<file path="config.mk">
export PLATFORM = sky130hd
export DESIGN_NAME = uart_rx_os
export DESIGN_NICKNAME = d
export VERILOG_FILES = /design/src/rtl/uart_rx_os.sv
export SDC_FILE = /design/constraint.sdc
export NUM_CORES = 1
export LEC_CHECK = 0
export CAP_MARGIN = 5
export CELL_PAD_IN_SITES_DETAIL_PLACEMENT = 1
export CELL_PAD_IN_SITES_GLOBAL_PLACEMENT = 2
export CORE_ASPECT_RATIO = 0.7
export CORE_UTILIZATION = 35
export DETAILED_ROUTE_END_ITERATION = 12
export PLACE_DENSITY_LB_ADDON = 0.1
export SETUP_SLACK_MARGIN = 0.15
export SYNTH_ARGS = -nofsm -noshare
export SYNTH_HDL_FRONTEND = slang
export SYNTH_SLANG_ARGS = --single-unit
</file>
<file path="constraint.sdc">
create_clock -name CLK_I -period 2.35 [get_ports CLK_I]
set_input_delay 0.235 -clock CLK_I [delete_from_list [all_inputs] [get_ports CLK_I]]
set_output_delay 0.235 -clock CLK_I [all_outputs]
set_load 0.01 [all_outputs]
</file>
<file path="src/rtl/uart_rx_os.sv">
// Oversampling UART receiver: 2-FF synchronizer, 3-sample majority vote per bit,
// configurable data/parity/stop format, break detection, one-entry output buffer.
module uart_rx_os #(
  parameter int CLK_HZ       = 27_000_000,
  parameter int BIT_RATE     = 115200,
  parameter int PAYLOAD_BITS = 8,
  parameter int PARITY       = 0,
  parameter int STOP_BITS    = 1,
  parameter int OVERSAMPLE   = 16
) (
  input  logic                    CLK_I,
  input  logic                    RST_N_I,
  input  logic                    RX_D_I,
  input  logic                    RX_EN_I,
  input  logic                    RX_RDY_I,
  output logic                    RX_VLD_O,
  output logic [PAYLOAD_BITS-1:0] RX_D_O,
  output logic                    RX_PERR_O,
  output logic                    RX_FERR_O,
  output logic                    RX_BREAK_O,
  output logic                    RX_OVR_O,
  output logic                    RX_BUSY_O
);

  localparam int DIV_R = (CLK_HZ + (BIT_RATE * OVERSAMPLE) / 2) / (BIT_RATE * OVERSAMPLE);
  localparam int DIV   = (DIV_R < 1) ? 1 : DIV_R;
  localparam int PW    = (DIV > 1) ? $clog2(DIV) : 1;
  localparam int SW    = $clog2(OVERSAMPLE);
  localparam logic [PW-1:0] P_END   = PW'(DIV - 1);
  localparam logic [SW-1:0] S_A     = SW'(OVERSAMPLE / 2 - 1);
  localparam logic [SW-1:0] S_B     = SW'(OVERSAMPLE / 2);
  localparam logic [SW-1:0] S_C     = SW'(OVERSAMPLE / 2 + 1);
  localparam logic [SW-1:0] S_END   = SW'(OVERSAMPLE - 1);
  localparam logic [3:0]    BC_DATA = 4'(PAYLOAD_BITS - 1);
  localparam logic [3:0]    BC_STOP = 4'(STOP_BITS - 1);

  typedef enum logic [2:0] {ST_IDLE, ST_START, ST_DATA, ST_PAR, ST_STOP, ST_BRK} state_t;

  state_t                  state, state_n;
  logic [1:0]              sync_q;
  logic                    rxs;
  logic [PW-1:0]           pcnt;
  logic [SW-1:0]           scnt;
  logic                    tick, samp3, bit_end, last_vote;
  logic                    s0, s1, s2, vote, vote_now;
  logic [3:0]              bcnt;
  logic [PAYLOAD_BITS-1:0] sh;
  logic                    par_q, ferr_acc;
  logic                    done, busy, perr_now, ferr_now, brk_now;
  logic                    vld_q, perr_q, ferr_q, brk_q, ovr_q;
  logic [PAYLOAD_BITS-1:0] d_q;

  always_ff @(posedge CLK_I or negedge RST_N_I)
    if (!RST_N_I) sync_q <= 2'b11;
    else          sync_q <= {sync_q[0], RX_D_I};

  assign rxs       = sync_q[1];
  assign tick      = (pcnt == P_END);
  assign samp3     = tick && (scnt == S_C);
  assign bit_end   = tick && (scnt == S_END);
  assign last_vote = samp3 && (bcnt == BC_STOP);
  assign vote      = (s0 & s1) | (s0 & s2) | (s1 & s2);
  // Vote on the third sample itself so the final stop bit can complete mid-bit.
  assign vote_now  = (s0 & s1) | (s0 & rxs) | (s1 & rxs);
  assign ferr_now  = ferr_acc | ~vote_now;
  assign perr_now  = (PARITY == 1) ? ~(^sh ^ par_q) :
                     (PARITY == 2) ?  (^sh ^ par_q) : 1'b0;
  assign brk_now   = ~|sh && ((PARITY == 0) ? 1'b1 : ~par_q) && ferr_now;

  always_ff @(posedge CLK_I or negedge RST_N_I)
    if (!RST_N_I) state <= ST_IDLE;
    else          state <= state_n;

  always_comb begin
    state_n = state;
    if (state != ST_IDLE && !RX_EN_I) state_n = ST_IDLE;
    else begin
      case (state)
        ST_IDLE:  if (RX_EN_I && !rxs) state_n = ST_START;
        ST_START: if (bit_end) state_n = vote ? ST_IDLE : ST_DATA;
        ST_DATA:  if (bit_end && bcnt == BC_DATA) state_n = (PARITY != 0) ? ST_PAR : ST_STOP;
        ST_PAR:   if (bit_end) state_n = ST_STOP;
        ST_STOP:  if (last_vote) state_n = brk_now ? ST_BRK : ST_IDLE;
        ST_BRK:   if (rxs) state_n = ST_IDLE;
        default:  state_n = ST_IDLE;
      endcase
    end
  end

  always_comb begin
    busy = (state != ST_IDLE);
    done = (state == ST_STOP) && RX_EN_I && last_vote;
  end

  always_ff @(posedge CLK_I or negedge RST_N_I)
    if (!RST_N_I) begin
      pcnt <= '0; scnt <= '0; s0 <= 1'b0; s1 <= 1'b0; s2 <= 1'b0;
      bcnt <= '0; sh <= '0; par_q <= 1'b0; ferr_acc <= 1'b0;
    end else begin
      if (state == ST_IDLE) begin
        pcnt <= '0;
        scnt <= '0;
      end else if (tick) begin
        pcnt <= '0;
        scnt <= (scnt == S_END) ? '0 : scnt + 1'b1;
      end else pcnt <= pcnt + 1'b1;
      if (tick && scnt == S_A) s0 <= rxs;
      if (tick && scnt == S_B) s1 <= rxs;
      if (tick && scnt == S_C) s2 <= rxs;
      // bcnt counts bits within the current state; it restarts on every transition.
      if (state != state_n)  bcnt <= '0;
      else if (bit_end)      bcnt <= bcnt + 1'b1;
      if (state == ST_DATA && bit_end) sh <= {vote, sh[PAYLOAD_BITS-1:1]};
      if (state == ST_PAR && bit_end)  par_q <= vote;
      if (state != ST_STOP)  ferr_acc <= 1'b0;
      else if (bit_end)      ferr_acc <= ferr_acc | ~vote;
    end

  always_ff @(posedge CLK_I or negedge RST_N_I)
    if (!RST_N_I) begin
      vld_q <= 1'b0; d_q <= '0; perr_q <= 1'b0; ferr_q <= 1'b0; brk_q <= 1'b0; ovr_q <= 1'b0;
    end else begin
      ovr_q <= 1'b0;
      if (done) begin
        if (!vld_q || RX_RDY_I) begin
          vld_q  <= 1'b1;
          d_q    <= sh;
          perr_q <= perr_now;
          ferr_q <= ferr_now;
          brk_q  <= brk_now;
        end else ovr_q <= 1'b1;
      end else if (vld_q && RX_RDY_I) vld_q <= 1'b0;
    end

  assign RX_VLD_O   = vld_q;
  assign RX_D_O     = d_q;
  assign RX_PERR_O  = perr_q;
  assign RX_FERR_O  = ferr_q;
  assign RX_BREAK_O = brk_q;
  assign RX_OVR_O   = ovr_q;
  assign RX_BUSY_O  = busy;

endmodule

</file>
==> reports/qor.yml <==
worst_setup_path:
  end_kind: "output port"
  r2r_start: "sh[5]"
  reg2regPathDepth: 5
  reg2reg_slack_ns: 0.36
  cp.arrival_ns: 1.80
  crit_fanout: 12
  critPathLaunchType: "register"
  r2r_end: "bcnt[1]"
  criticalPathCategory: "register to output port"
  startpoint: "state[2]"
  crit_end: "RX_BUSY_O"
  required_ns: 2.12
sta:
  final-max-slew-violation-count: 0
  post-route-period-util_pct: 86.59
  worst_slew_pin_slew_ns: 0.9389
  hold_viol_final: 0
  skew_ns: 0.008209
  min_period_ns: 2.035
  setup_violations: 0
  rsz0062_at_grt: "no"
  hold_slack_ns: 0.07410
  final.setup.tns_ns: 0
  max_freq_mhz: 491.4
  relSlewSlack_pct: 37.41
synth:
  ys_seq_elements: 41
  synth_edf_count: 0
  syn_avg_cell_area_um2: 11.05
  async_flop_share_pct: 100.0
  yosys_warnings: 0
  yosysUniqueCellTypes: 44
  synthFlopType: "dfrtp_1"
  syn-num-nets: 192
  yosysSeqAreaShare_pct: 51.73
  syn_area_um2: 1988
  synthCells: 180
route:
  first_pass_iters: 4
  first_iter_violations: 68
  vias: 1395
  ant_nets: 0
  vias_per_cell: 5.036
  drc: 0
  drt-total-wl_mm: 4.254
  wl_per_cell_um: 15.36
power_and_ir_drop:
  peakVddDrop_mv: 0.2837
  p_leak_nw: 1.127
  power.density_nw_per_um2: 618.3
final_layout:
  regArea_um2: 1028
  final_util_pct: 43.82
  areaGrowthSynthToFinish_pct: 18.31
  fillCellCount: 597
  multi_input_area_um2: 903.4
  drive_above_1_share_pct: 21.46
  layout_common_cells: "dfrtp_1, mux2_2, clkdlybuf4s50_1"
  layout_commonest_cell: "dfrtp_1"
  insertedDiodeCount: 0
  final_nets: 216
flow_run:
  cap_violations: 0
global_route:
  antenna_found_initial: 0
  grt_usage_pct: 16.82
  grt_pass1_vias: 1519
  grt_pass1_wl_mm: 7.665
  grt_overflow: 0
  grt_max_degree: 42
clock_network:
  cts_tree: "built"
  cts_root_buf: "clkbuf_8"
  cts_sinks: 41
  clkTransAtPathRegs_ns: 0.08
  cts_hold_buf: 0
  clock_latency_ns: 0.29
  cts_resized: 0
  postCtsSetupRepairBufs: 0
  numCtsBuffers: 5
  clock_path_buffers: 2
  htreeDepth: 2
die:
  ios: 19
  core-area_um2: 5368
  die_h_um: 65.06
  initial_core_util_pct: 37.04
  die_x_um: 92.08
  die_area_um2: 5990
  rows: 22
placed_design:
  place_congestion: 0.7683
  numPortBuffers: 17
  hpwl_mm: 3.137
min_path:
  hp-class: "input port to asynchronous set/reset pin"
run_status:
  status: "finished clean"
stage by stage:
step	power [W]	cell area (µm²)	worst slack (ns)	instances
after floorplan	0.0009144	1988	0.4694	180
after global placement	0.001005	2250	0.2006	269
after detailed placement	0.001013	2250	0.2027	269
after CTS	0.001468	2336	0.1843	277
after global routing	0.001535	2352	0.1767	277
final	0.001454	2352	0.3152	277
Yosys cell counts (all sizes together) (3+ instances only):
library cell  number  area (µm²)
nand4              4       31.28
dfrtp             39       975.9
nand3              6       30.03
nand2             11       41.29
a21oi              9       48.80
nor2              16       62.56
inv               11       41.29
xor2               4       35.03
buf                3       23.77
mux2              19       214.0
ha                 7       87.58
nor3               8       40.04
o21ai              7       35.03
power by group:
| part | internal [W] | switching [W] |
|---|---|---|
| Clock | 0.000205 | 0.000251 |
| Sequential | 0.000736 | 0.0000428 |
| Combinational | 0.0000853 | 0.000134 |
cell families (layout without fill, tap and decap cells):
kind of cell	count (synthesis)	count (layout)	synth area share [%]
simple gates	60	60	16.17
mux	20	20	11.27
compound gates	27	27	8.937
buf+inv	16	41	3.650
other cells	1	1	0.1886
flops	41	41	51.73
fa+ha+maj	9	9	5.412
xor+xnor	6	6	2.643
critical path, cell delays in order, from the launching register on:
cell,delay (ns)
dfrtp_1,0.52
nor3_1,0.36
inv_1,0.13
clkdlybuf4s50_1,0.49
registers in the layout (all words and copies together), names as in the netlist:
name	flops
sync_q	2
pcnt	4
s1	1
bcnt	4
RX_VLD_O	1
ferr_acc	1
RX_BREAK_O	1
RX_D_O	8
state	3
RX_FERR_O	1
sh	8
s2	1
RX_OVR_O	1
s0	1
scnt	4
routing by layer:
layer / wire, µm / share of wire (%) / vias to the layer above / global-route usage (%)
met5: 0 / 0 / - / 0
met4: 48 / 1.1 / 0 / 4.883
met3: 191 / 4.5 / 7 / 4.460
met2: 1791 / 42 / 37 / 24.16
met1: 2222 / 52 / 675 / 24.65
li1: - / - / 676 / -
layout make-up:
class / instances / share of cell area [%]
multi-input combinational: 123 / 38.40
inverter: 11 / 1.755
clock buffer: 5 / 2.926
timing repair buffer: 22 / 8.617
sequential: 41 / 43.72
tap: 72 / 3.830
clock inverter: 3 / 0.7447
how the worst min path moves through the flow:
stage / end / cells past startpoint
after floorplan: RX_BREAK_O / 0
after global placement: sync_q[1] / 0
after detailed placement: sync_q[1] / 0
after CTS: bcnt[0] / 1
after global routing: bcnt[1] / 1
final: bcnt[2] / 1
No activity file was read; power rests on OpenSTA's default activity.
